File: config.mk
export PLATFORM = sky130hd
export DESIGN_NAME = mux_rr
export DESIGN_NICKNAME = d
export VERILOG_FILES = /design/src/rtl/mux_rr.sv
export SDC_FILE = /design/constraint.sdc
export NUM_CORES = 1
export LEC_CHECK = 0
export ABC_AREA = 1
export BUFFER_PORTS_ARGS = -buffer_cell sky130_fd_sc_hd__buf_2
export CORE_MARGIN = 4
export CORE_UTILIZATION = 46
export DETAILED_ROUTE_END_ITERATION = 10
export HOLD_SLACK_MARGIN = 0.12
export PLACE_DENSITY = 0.8
export SYNTH_ARGS = -nofsm -noshare
export SYNTH_HDL_FRONTEND = slang
export SYNTH_SLANG_ARGS = --single-unit
export TNS_END_PERCENT = 50
File: constraint.sdc
create_clock -name clk -period 2 [get_ports clk]
set_clock_uncertainty 0.05 [all_clocks]
set_input_delay 0.2 -clock clk [delete_from_list [all_inputs] [get_ports clk]]
set_output_delay 0.2 -clock clk [all_outputs]
set_load 0.01 [all_outputs]
File: src/rtl/mux_rr.sv
// 4-to-1 round-robin merging multiplexer with a registered output link and source tag.
// Define MUX_LOCK_EN to hold the grant on one channel until its in_last beat (packet lock).
module mux_rr #(
  parameter int DATA_W = 8
) (
  input  logic                  clk,
  input  logic                  rst,
  input  logic                  en,
  input  logic [3:0]            in_valid,
  output logic [3:0]            in_ready,
  input  logic [4*DATA_W-1:0]   in_data,
  input  logic [3:0]            in_last,
  output logic                  out_valid,
  input  logic                  out_ready,
  output logic [DATA_W-1:0]     out_data,
  output logic [1:0]            out_sel,
  output logic                  out_last
);

  logic [1:0] ptr_r;
  logic [1:0] ptr_nxt_s;
  logic [3:0] elig_s;
  logic [1:0] grant_s;
  logic [1:0] idx_s;
  logic       grant_vld_s;
  logic       load_s;
  logic       fire_s;
  logic       last_beat_s;

`ifdef MUX_LOCK_EN
  typedef enum logic [0:0] {IDLE = 1'b0, LOCK = 1'b1} lock_state_t;
  lock_state_t state_r, state_nxt_s;
  logic [1:0]  lock_ch_r, lock_ch_nxt_s;

  // Eligibility narrows to the locked channel while a packet is in flight
  always_comb begin
    elig_s      = in_valid;
    last_beat_s = in_last[grant_s];
    if (state_r == LOCK) begin
      elig_s = in_valid & (4'b0001 << lock_ch_r);
    end else begin
      elig_s = in_valid;
    end
  end
`else
  logic unused_last_s;
  assign unused_last_s = ^in_last;

  // Every beat arbitrates independently; end-of-packet is not tracked
  always_comb begin
    elig_s      = in_valid;
    last_beat_s = 1'b0;
  end
`endif

  assign load_s = en & (~out_valid | out_ready);

  // Scan ptr, ptr+1, ... and keep the nearest eligible channel
  always_comb begin
    grant_s     = 2'd0;
    grant_vld_s = 1'b0;
    idx_s       = 2'd0;
    for (int k = 3; k >= 0; k--) begin
      idx_s = ptr_r + 2'(k);
      if (elig_s[idx_s]) begin
        grant_s     = idx_s;
        grant_vld_s = 1'b1;
      end else begin
        grant_s     = grant_s;
        grant_vld_s = grant_vld_s;
      end
    end
  end

  assign fire_s   = load_s & grant_vld_s & ~rst;
  assign in_ready = fire_s ? (4'b0001 << grant_s) : 4'b0000;

`ifdef MUX_LOCK_EN
  // Lock FSM next state; ptr only moves on IDLE grants and on packet end
  always_comb begin
    state_nxt_s   = state_r;
    lock_ch_nxt_s = lock_ch_r;
    ptr_nxt_s     = ptr_r;
    case (state_r)
      IDLE: begin
        if (fire_s) begin
          ptr_nxt_s = grant_s + 2'd1;
          if (!in_last[grant_s]) begin
            state_nxt_s   = LOCK;
            lock_ch_nxt_s = grant_s;
          end else begin
            state_nxt_s   = IDLE;
          end
        end else begin
          state_nxt_s = IDLE;
        end
      end
      LOCK: begin
        if (fire_s && in_last[grant_s]) begin
          state_nxt_s = IDLE;
          ptr_nxt_s   = lock_ch_r + 2'd1;
        end else begin
          state_nxt_s = LOCK;
        end
      end
      default: begin
        state_nxt_s = IDLE;
      end
    endcase
  end

  // Lock FSM state register
  always_ff @(posedge clk or posedge rst) begin
    if (rst) begin
      state_r   <= IDLE;
      lock_ch_r <= 2'd0;
    end else begin
      state_r   <= state_nxt_s;
      lock_ch_r <= lock_ch_nxt_s;
    end
  end
`else
  // Pointer advances past each granted channel
  always_comb begin
    ptr_nxt_s = ptr_r;
    if (fire_s) begin
      ptr_nxt_s = grant_s + 2'd1;
    end else begin
      ptr_nxt_s = ptr_r;
    end
  end
`endif

  // Round-robin pointer register
  always_ff @(posedge clk or posedge rst) begin
    if (rst) begin
      ptr_r <= 2'd0;
    end else begin
      ptr_r <= ptr_nxt_s;
    end
  end

  // Output beat register: load on grant, clear valid when drained without replacement
  always_ff @(posedge clk or posedge rst) begin
    if (rst) begin
      out_valid <= 1'b0;
      out_data  <= '0;
      out_sel   <= 2'd0;
      out_last  <= 1'b0;
    end else if (fire_s) begin
      out_valid <= 1'b1;
      out_data  <= in_data[grant_s*DATA_W +: DATA_W];
      out_sel   <= grant_s;
      out_last  <= last_beat_s;
    end else if (out_ready) begin
      out_valid <= 1'b0;
    end
  end

endmodule
# Word level (Yosys, flattened, before mapping)
# Index checks and enable logic that the tools add are counted.
# W data, S select, Z words.
# op_classes
addsub	4
n_lt_le_gt_ge	4
n_shift	2
mux	19
bitwise	6
reduce_logical	1
# ops
cell	count
$shiftx A32 B6 Y8	1
$lt A2 B3 Y1 const B	4
$mux W1	10
$bmux W1 S2	4
$mux W2	4
$add A2 B1 Y2 const B	2
$add A2 B2 Y2 const B	2
$mux W4	1
$shl A1 B2 Y4 const A	1
$and A1 B1 Y1	3
$not A1 Y1	2
$reduce_bool A2 Y1	1
$or A1 B1 Y1	1
# word_totals
ff_bits	13
input_bits	44
output_inout_bits	16
word_cells	40

# Depth between registers and ports, before layout
# Gate-level depths: netlist (run 1).
# logic_depth
ltp_word	10
ltp_mapped	17
depth_no_buf	15

# Worst setup path after synthesis (run 1)
# Ideal clock, no wire load.
# synth_path
path_type	flip-flop to output port
from	reg ptr_r[0]
to	out in_ready[0]
arrival_ns	1.582
required_ns	1.750
path_slack_ns	0.168
stages_incl_launch_ff	13
n_path_buf	2
cell_sequence	dfrtp_1 > buf_6 > inv_6 > nand2_2 > and2_4 > nand2_1 > nand2_1 > nand3_1 > nand3_1 > nand2_2 > inv_1 > buf_4 > nor3_1
# synth_between
elab_chain_cells	10
elab_cells_between_ends	23
classes_between	3 x add/sub; 1 x shift; 17 x mux; 2 x bitwise
# synth_rtl
item	line	rtl
start, declared	20	logic [1:0] ptr_r;
start signal, assigned	139	ptr_r <= ptr_nxt_s;
$add A2 B2 Y2	64	idx_s = ptr_r + 2'(k);
$bmux W1 S2	65	if (elig_s[idx_s]) begin
$mux W1 (implied by the code)	65	
$mux W1 (4 in a row)	65	
$and A1 B1 Y1 (2 in a row)	75	assign fire_s = load_s & grant_vld_s & ~rst;
$mux W4 *	76	assign in_ready = fire_s ? (4'b0001 << grant_s) : 4'b0000;
end, declared	10	output logic [3:0] in_ready,
# Every way passes the cells marked *; elsewhere a longest branch is shown, timed or not. The select of a mux whose other input is x is not followed.

# Final worst setup path (run 1)
# layout_path
from	reg ptr_r[0]
to	out in_ready[2]
# Same word-level chain as after synthesis.

==> results.md, run 1 <==
* IO Count at 60
* Die Span Y at 59.9 microns
* Family with the most delay on the worst path: simple AND/OR/NAND/NOR gates
* Syn_area_per_cell at 6.22 sq um
* Inserted Clock Buffers at 3
* Synth-to-Final Area Change at 44.0%
* Clock buffer depth at 2
* RSZ-0062 raised after global routing: yes
* Wire per inst at 11.2 microns
* Sequential Area at 328 sq um
* Register area share after synthesis at 26.3%
* Rows at 18
* Detail Route Antenna Nets at 0
* Area of the multi-input gates at 822 sq um
* Layout cells sized above 1 at 47.6%
* Top-count cell post-synth: nand2_1
* Fmax at 466 MHz
* WP data arrival at 1.89 ns
* Hold Startpoint: out_ready
* First-pass GRT wire length at 5380 microns
* DIE AREA at 3580 sq um
* Count of input and output buffers at 54
* CP max stage cell: dfrtp_2
* GP Congestion at 0.873
* Critical Path Fanout Max at 6
* Total track usage at 19.5%
* Most used DFF post-synth: dfrtp_1
* Antenna diode count at 0
* Buf+Inv Stages, Crit Path at 3
* Dpl ws at 0.0748 ns
* Largest cells by area after synthesis: dfrtp_1, nand2_1, nand3_1, nand2_2, inv_1
* Critical path's most frequent cell: nand2_2
* Syn nets at 243
* Violated checks: negative setup slack
* Status: finished, violations left
* Grt ovf at 0
* Htree depth at 1
* Clock-pin transition on the worst setup and hold timing paths at 0.08 ns
* R2R Path Start: ptr_r[0]
* Detailed-placement wirelength estimate at 2460 microns
* Number of synthesized register bits at 13
* Power per cell area at 1750 nW/um^2
* DRC at 0
* Core region area at 2520 sq um
* Mapped Area at 1240 sq um
* Die X at 59.9 microns
* Async S/R FF share, synth at 100%
* Vias at 1,406
* Max-Cap Viols at 0
* Share of Yosys cell area claimed by the top area cell type at 26.3%
* Final wirelength at 3320 microns
* CP cell instances: buf_4 > nand2_1 > nand2_2 > nand2_2 > nand2_4 > nor2_4 > nor2_2 > nand2_4 > nand2_8 > nor2_4 > nand2_2 > inv_2 > buf_6
* Mapped Cells at 199
* Clk sinks at 13
* Setup TNS at -0.495 ns
* Fin crit period at 2.14 ns
* Post-synth EDFFs at 0
* Vias in the first global route at 1,344
* Hold violation count in the final report at 0
* WP data required at 1.75 ns
* Setup Crit Path Kind: flip-flop to primary output
* Antenna violations before repair at 0
* CP Capture Type: primary output
* Final worst slack at -0.145 ns
* Cell variety after synth at 21
* Final setup violation count at 4
* Worst Setup SP: ptr_r[0]
* Min-delay worst type: primary input to flip-flop
* Static leakage at 1.10 nW
* Initial core utilization at 49.1%
* Area leader, netlist: dfrtp_1
* Synth top cells by count: nand2_1, nand3_1, inv_1, nand2_2, dfrtp_1
* Core Util, Final at 70.6%
* Nets at 312
* Filler cells at 227
* Clk Latency, worst-skew pair at 0.27 ns
* CTS root buf: clkbuf_4
* DR iter-0 viols at 48
* Final slew viol count at 0
* Initial DRT Pass Iterations at 4
* CP Launch Type: flip-flop
* Largest net degree at the start of global routing at 17
* Synthesis warning total at 0
* CTS tree: yes
* Crit share post-route at 107%
* Worst vdd ir at 1090 uV
* CP peak stage delay at 0.47 ns
* Vias per inst at 4.73
==> path summary, 6_finish.rpt <==
check,to,slack (ns),cells past startpoint
worst max-delay path,in_ready[2],-0.14,13
worst min-delay path,out_valid,0.22,4
worst max register to register,out_data[3],0.05,15
worst min register to register,out_data[5],0.43,2
max in group asynchronous,ptr_r[1],1.22,4
min in group asynchronous,ptr_r[0],0.51,4
==> routing by layer <==
layer  global-route usage (%)  vias to the layer above  part of all wire (%)
met5                        0                        -                     0
met4                     5.70                        0                   1.8
met3                     5.18                        8                   6.2
met2                     34.7                       45                    53
met1                     22.5                      623                    39
li1                         -                      730                     -
==> what timing repair did <==
action / in CTS / in global routing
gates resized for setup: 22 / 13
hold endpoints to repair: 13 / 0
buffers inserted: 6 / 3
hold buffers: 1 / 0
pin swaps: 12 / 13
endpoints found under the setup margin: 4 / 11
==> worst register-to-register path: stages, from the launching register on <==
cell,delay [ns]
dfrtp_2,0.47
buf_4,0.16
nand2_1,0.07
nand2_2,0.08
nand2_2,0.09
nand2_4,0.08
nand2_4,0.07
nand3_4,0.10
buf_6,0.15
buf_4,0.16
nand3_1,0.08
nand2_1,0.05
nand2_1,0.06
nand2_1,0.06
nand2_1,0.06
nand2_1,0.05
==> power by group <==
group	internal (mW)	switching, mW
clock network	0.0772	0.0810
logic	1.04	1.44
registers	0.387	0.0969
==> placed cells by master (no fill, tap or decap), drive strengths merged <==
cell type    netlist  layout
buf                9      72
nand4              1       1
o211ai             1       1
inv               30      29
clkbuf             0       4
nand2            101     101
nand3             29      29
conb               1       1
clkinv             0       1
and2               2       2
nor3               1       1
dlygate4sd3        0       1
nor2              10      10
dfrtp             13      13
o21bai             1       1
==> sequential cells by signal, summed over array words and instances (netlist names) <==
signal and cells:
ptr_r 2, out_sel 2, out_valid 1, out_data 8
==> metrics by stage <==
step	cells	hold slack (ns)	total power [mW]	instance area, sq um
2_1_floorplan	199	0.0421	2.08	1240
5_1_grt	297	0.257	3.44	1780
3_5_place_dp	283	0.208	2.56	1550
6_report	297	0.222	3.13	1780
3_3_place_gp	283	0.204	2.54	1550
4_1_cts	294	0.197	2.99	1710
==> kinds of logic (layout without fill, tap and decap cells) <==
| group | count (synthesis) | after routing | share of synthesized area [%] |
|---|---|---|---|
| AND/OR/NAND/NOR | 144 | 144 | 56.3 |
| buffers and inverters | 39 | 107 | 15.5 |
| flip-flops | 13 | 13 | 26.3 |
| AO/OA/AOI/OAI | 2 | 2 | 1.62 |
| other | 1 | 1 | 0.303 |
==> cell type report <==
| type | instances | share of cell area [%] |
|---|---|---|
| clock buffers | 4 | 1.47 |
| inverters | 30 | 6.74 |
| multi-input cells | 147 | 46.1 |
| flip-flops and latches | 13 | 18.4 |
| well taps | 30 | 2.11 |
| repair buffers | 73 | 25.1 |
No activity file was read; power rests on OpenSTA's default activity.
==> run 2: changes to the inputs <==
==> constraint.sdc (replaced) <==
create_clock -name clk -period 2 [get_ports clk]
set_clock_uncertainty 0.05 [all_clocks]
set_input_delay 0.3 -clock clk [delete_from_list [all_inputs] [get_ports clk]]
set_output_delay 0.3 -clock clk [all_outputs]
set_load 0.01 [all_outputs]
==> run 2 against run 1 <==
The flow still finishes with violations (negative setup slack). Worst setup slack got worse by 0.039 ns. Final cell count fell by 1.7%. Combinational power fell by 11%. Non-clock buffer count fell by 6. Die area did not move. Sequential cell count did not move. First-iteration DRC count fell by 27%. Wire length fell by 2.7%. Design area fell by 5.6%. Fmax fell by 1.8%. Clock power barely moved. Critical endpoint unchanged. Largest cell class unchanged. Largest power group unchanged. Highest routed layer unchanged.
==> results.md, run 2 (synthesized netlist as in run 1, its figures left out) <==
* Number of flip-flops under the largest register name at 8 (unchanged)
* WP data arrival at 1.83 ns (-0.06 ns)
* Crit share post-route at 109% (+2.0 points)
* Critical Path Fanout Max at 8 (+2)
* Clk Latency, worst-skew pair at 0.28 ns (about the same)
* Count of input and output buffers at 54 (unchanged)
* Synth-to-Final Area Change at 35.9%
* Power per cell area at 1700 nW/um^2 (-3.2%)
* Detailed-placement wirelength estimate at 2400 microns (-2.7%)
* Final instance area at 1680 sq um (-5.6%)
* R2R Path Start: ptr_r[0]
* Htree depth at 1 (unchanged)
* Final wirelength at 3230 microns (-2.7%)
* Inserted Clock Buffers at 3 (unchanged)
* Final worst slack at -0.184 ns (-0.0391 ns)
* Antenna diode count at 0 (unchanged)
* RSZ-0062 raised after global routing: yes
* DR iter-0 viols at 35 (-27%)
* Largest net degree at the start of global routing at 17 (unchanged)
* Die Span Y at 59.9 microns (unchanged)
* Clock buffer depth at 2 (unchanged)
* Final setup violation count at 4 (unchanged)
* WP data required at 1.65 ns (-0.10 ns)
* Static leakage at 1.04 nW (-5.8%)
* Buf+Inv Stages, Crit Path at 3 (unchanged)
* Commonest non-fill, non-tap cells in the layout: nand2_1, buf_2, nand3_1
* Fin crit period at 2.18 ns (+0.0391 ns)
* WHS Path Cells at 4 (unchanged)
* CP peak stage delay at 0.49 ns (+0.02 ns)
* Family with the most delay on the worst path: simple AND/OR/NAND/NOR gates
* Status: finished, violations left
* DRC at 0 (unchanged)
* CP cell instances: inv_6 > nand2_1 > nand2_2 > nand2_1 > nand2_2 > nor2_4 > nand2_2 > nand4_4 > nor2_4 > nand2_2 > inv_2 > buf_6
* FF-to-FF setup slack at 0.01 ns (-0.04 ns)
* Critical path's most frequent cell: nand2_2
* Hold Startpoint: out_ready
* Filler cells at 254 (+12%)
* Max-Cap Viols at 0 (unchanged)
* Clk sinks at 13 (unchanged)
* Wire per inst at 11.1 microns (-1.0%)
* Die X at 59.9 microns (unchanged)
* Rows at 18 (unchanged)
* CP Launch Type: flip-flop
* Setup Crit Path Kind: flip-flop to primary output
* CTS tree: yes
* Antenna violations before repair at 0 (unchanged)
* CP Capture Type: primary output
* Largest reg by FF count: out_data
* Layout cells sized above 1 at 45.0% (-2.5 points)
* Grt ovf at 0 (unchanged)
* Detail Route Antenna Nets at 0 (unchanged)
* FF-to-FF End: out_data[6]
* Final slew viol count at 0 (unchanged)
* Leading cell type in the layout, fill and taps excluded: nand2_1
* Vias at 1,366 (-2.8%)
* Setup TNS at -0.681 ns (-0.185 ns)
* Core region area at 2520 sq um (unchanged)
* R2R cell count at 15 (unchanged)
* Hold violation count in the final report at 0 (unchanged)
* Min-delay worst type: primary input to flip-flop
* Total track usage at 18.8% (-0.68 points)
* First-pass GRT wire length at 5220 microns (-3.0%)
* Vias in the first global route at 1,287 (-4.2%)
* Vias per inst at 4.68 (-1.2%)
* DIE AREA at 3580 sq um (unchanged)
* Worst hold endpoint: out_valid
* Nets at 307 (-1.6%)
* Fmax at 458 MHz (-1.8%)
* Initial core utilization at 49.1% (unchanged)
* Top flop regs: out_data (8), out_sel (2), ptr_r (2)
* CTS root buf: clkbuf_4
* Initial DRT Pass Iterations at 4 (unchanged)
* GP Congestion at 0.847 (-3.0%)
* Dpl ws at -0.00946 ns (-0.0843 ns)
* Placed Instance Area at 1540 sq um (-0.81%)
* Clock-pin transition on the worst setup and hold timing paths at 0.08 ns (about the same)
* IO Count at 60 (unchanged)
* CP max stage cell: dfrtp_2
* Worst vdd ir at 1020 uV (-6.4%)
* Violated checks: negative setup slack
[run 2: cell count changes in the layout (fill, tap and decap cells not counted), sizes merged]
cell,change
buf,-6
clkinv,-1
clkinvlp,+2
[run 2: worst max path at each step]
stage / start / to / slack [ns] / cells past startpoint
finish: ptr_r[0] / in_ready[2] / -0.18 / 12
global placement: ptr_r[0] / in_ready[1] / 0.03 / 12
floorplan: ptr_r[0] / in_ready[0] / 0.07 / 12
global route: ptr_r[0] / in_ready[1] / -0.34 / 12
CTS: ptr_r[0] / in_ready[2] / -0.16 / 12
detailed placement: ptr_r[0] / out_sel[1] / -0.009 / 12
[run 2: tightest hold or removal path: stages]
cell and delay (ns):
buf_2 0.07, inv_1 0.03, nand2_1 0.12, nand2_1 0.07
[run 2: cell type report]
type                    instances  area, sq um  share of cell area (%)
repair buffers                 67          388                    23.1
repair inverters                1         7.51                   0.446
inverters                      30          124                    7.37
flip-flops and latches         13          327                    19.4
well taps                      30         37.5                    2.23
clock buffers                   4         26.3                    1.56
multi-input cells             147          772                    45.9
[run 2: power by group]
group	switching, mW	internal, mW	leakage (nW)
clock network	0.0835	0.0773	0.0150
logic	1.36	0.857	0.864
registers	0.0941	0.385	0.159
[run 2: repair_timing]
action	CTS	global route
hold buffers	1	0
setup endpoints to repair	13	16
cloned	1	0
pin swaps	15	0
buffers inserted	3	0
resized for setup	20	3
endpoints found under the hold margin	13	0
[run 2: through the flow]
step                      power [mW]  hold WS (ns)  utilization (%)  cells
final                           2.86         0.303             66.7    292
after global routing            3.16         0.318             66.7    292
after CTS                       2.85         0.297             66.3    292
after detailed placement        2.52         0.303             61.0    283
after global placement          2.48         0.302             61.0    283
after floorplan                 2.08         0.142                -    199
[run 2: layer usage]
metal,up-vias,wire [microns],track usage [%]
li1,719,-,-
met1,584,1410,24.1
met5,-,0,0
met3,6,251,6.26
met2,57,1530,31.0
met4,0,47,3.16
==> run 3: changes to the inputs <==
Settings changed: CORE_ASPECT_RATIO from default to 0.8.
==> run 3 against run 2 <==
The flow still finishes with violations (negative setup slack). Global-route usage rose by 0.92 points. Clock power rose by 9%. Sequential power up 4.4%. Sequential cell count unchanged. Sequential share of layout area decreased by 2.4 points. Hold slack worse by 0.024 ns. Final cell count up 5.8%. Critical path type unchanged. Highest routed layer unchanged.
==> results.md, run 3 (synthesized netlist as in run 1, its figures left out) <==
* Violated checks: negative setup slack
* Crit path to: in_ready[1]
* Fmax at 432 MHz (-5.7%)
* WP data required at 1.65 ns (about the same)
* Die X at 66.0 microns (+10%)
* Sequential Area at 328 sq um (+0.38%)
* RSZ-0062 raised after global routing: yes
* Core Util, Final at 77.1% (+10 points)
* Rows at 16 (-2)
* R2R Path Start: ptr_r[0]
* Final slew viol count at 0 (unchanged)
* Count of input and output buffers at 54 (unchanged)
* Grt ovf at 0 (unchanged)
* Number of flip-flops under the largest register name at 8 (unchanged)
* Wire per inst at 13.2 microns (+19%)
* CP Capture Type: primary output
* Detailed-placement wirelength estimate at 2370 microns (-0.95%)
* WP data arrival at 1.97 ns (+0.14 ns)
* Buf+Inv Stages, Crit Path at 3 (unchanged)
* Leading cell type in the layout, fill and taps excluded: nand2_1
* CP Launch Type: flip-flop
* Static leakage at 1.16 nW (+12%)
* DIE AREA at 3590 sq um (+0.14%)
* Filler cells at 194 (-24%)
* Nets at 318 (+3.6%)
* Worst vdd ir at 714 uV (-30%)
* Dpl ws at -0.0233 ns (-0.0139 ns)
* Clock-pin transition on the worst setup and hold timing paths at 0.09 ns (about the same)
* Vias per inst at 4.77 (+1.9%)
* Setup Crit Path Kind: flip-flop to primary output
* Int Power at 1.61 mW (+22%)
* Commonest non-fill, non-tap cells in the layout: nand2_1, buf_2, nand3_1
* Core region area at 2500 sq um (-0.79%)
* Vias at 1,473 (+7.8%)
* Net Sw Frac at 53.1% (-0.72 points)
* Detail Route Antenna Nets at 0 (unchanged)
* Largest reg by FF count: out_data
* Crit. path cell count at 12 (unchanged)
* Top flop regs: out_data (8), out_sel (2), ptr_r (2)
* FF-to-FF End: ptr_r[1]
* Status: finished, violations left
* Clk Latency, worst-skew pair at 0.29 ns (about the same)
* Final worst slack at -0.316 ns (-0.132 ns)
* Min-delay worst type: primary input to flip-flop
* Layout cells sized above 1 at 51.3% (+6.2 points)
* Final wirelength at 4080 microns (+26%)
* Clock buffer depth at 2 (unchanged)
* Initial DRT Pass Iterations at 5 (+1)
* Fin crit period at 2.32 ns (+0.132 ns)
* Share of power burned in combinational logic at 80.3% (+2.7 points)
* Family with the most delay on the worst path: simple AND/OR/NAND/NOR gates
* Worst Setup SP: ptr_r[0]
* Antenna diode count at 0 (unchanged)
* Sequential group share of total power at 14.6% (-2.2 points)
* Htree depth at 1 (unchanged)
* First-pass GRT wire length at 5420 microns (+3.8%)
* Clk sinks at 13 (unchanged)
* CTS root buf: clkbuf_4
* Vias in the first global route at 1,249 (-3.0%)
* Clock power frac at 5.1% (-0.5 points)
* Antenna violations before repair at 0 (unchanged)
* Max-Cap Viols at 0 (unchanged)
* Total track usage at 19.7% (+0.92 points)
* Synth-to-Final Area Change at 55.9%
* IO Count at 60 (unchanged)
* Inserted Clock Buffers at 3 (unchanged)
* Critical path's most frequent cell: nand2_4
* Final setup violation count at 10 (+6)
* Crit share post-route at 116% (+6.6 points)
* Sw Pwr at 1.82 mW (+18%)
* Area of the multi-input gates at 878 sq um (+14%)
* CP peak stage delay at 0.51 ns (+0.02 ns)
* Die Span Y at 54.4 microns (-9.1%)
* Largest net degree at the start of global routing at 17 (unchanged)
* DR iter-0 viols at 60 (+71%)
* R2R cell count at 16 (+1)
* DRC at 0 (unchanged)
* Initial core utilization at 49.5% (+0.39 points)
* Critical Path Fanout Max at 8 (unchanged)
* Power per cell area at 1780 nW/um^2 (+4.7%)
* Hold violation count in the final report at 0 (unchanged)
* CP cell instances: inv_8 > nand2_4 > nand2_4 > nand2_4 > nand2_4 > nor2_4 > nand2_2 > nand4_4 > nor2_4 > nand2_2 > inv_2 > buf_6
* FF-to-FF setup slack at -0.26 ns (-0.27 ns)
* CTS tree: yes
* CP max stage cell: dfrtp_2
* GP Congestion at 0.761 (-10%)
run 3: cell types whose count changed in the layout (fill, tap and decap cells not counted), moves of 2 or more:
cell and delta:
buf_12 +2, buf_2 -2, buf_4 +6, buf_6 +6, nand2_1 -7, nand2_2 -8
nand2_4 +14, nor2_1 -2, nor2_2 +2
run 3: worst reg2reg max path, stage by stage (launching register included):
cell,delay [ns]
dfrtp_2,0.51
inv_8,0.14
nand2_4,0.06
nand2_4,0.08
nand2_4,0.07
nand2_4,0.10
nor2_4,0.05
nand2_2,0.09
nand4_4,0.16
nor2_4,0.18
nand2_2,0.09
buf_4,0.14
buf_6,0.10
buf_6,0.10
buf_6,0.10
buf_6,0.10
o211ai_2,0.06
run 3: layout make-up:
class	instances	area share [%]
multi-input cells	147	45.5
repair buffers	78	26.7
flip-flops and latches	13	17.0
inverters	30	6.68
well taps	36	2.33
clock buffers	4	1.36
repair inverters	1	0.389
run 3: routing by layer:
metal	vias to the layer above	GRT usage [%]	share of wire, %
met2	54	35.6	52
met1	666	23.8	41
met4	0	3.04	1.7
met3	11	6.16	5.5
met5	-	0	0
li1	742	-	-
run 3: worst min-delay path by stage:
stage | startpoint | to | slack, ns | depth (start not counted)
after floorplan | rst | out_data[0] | 0.14 | 1
after global placement | rst | out_sel[1] | 0.30 | 3
after detailed placement | rst | ptr_r[0] | 0.31 | 3
after CTS | out_ready | out_valid | 0.30 | 4
after global routing | out_ready | out_valid | 0.28 | 4
final | out_ready | out_valid | 0.28 | 4
run 3: power by group through the flow:
stage	clock network [mW]	registers, mW	logic [mW]
4_1_cts	0.169	0.483	2.23
2_1_floorplan	0	0.499	1.58
6_report	0.176	0.501	2.75
3_5_place_dp	0	0.480	2.01
5_1_grt	0.194	0.513	3.01
3_3_place_gp	0	0.482	1.98
run 3: metrics by stage:
stage / TNS (ns) / power (mW) / std cells / instance area, sq um / hold slack [ns]
after global routing: -2.92 / 3.71 / 309 / 1930 / 0.285
final: -1.49 / 3.43 / 309 / 1930 / 0.279
after detailed placement: -0.136 / 2.49 / 289 / 1550 / 0.307
after floorplan: 0 / 2.08 / 199 / 1240 / 0.142
after global placement: 0 / 2.46 / 289 / 1550 / 0.303
after CTS: -0.818 / 2.88 / 304 / 1720 / 0.297
run 3: timing repair:
item / 4_1_cts / 5_1_grt
hold endpoints to repair: 13 / 0
buffers inserted: 9 / 9
resized for setup: 20 / 43
pin swaps: 14 / 24
cloned: 1 / 0
setup endpoints to repair: 16 / 16
hold buffers: 1 / 0
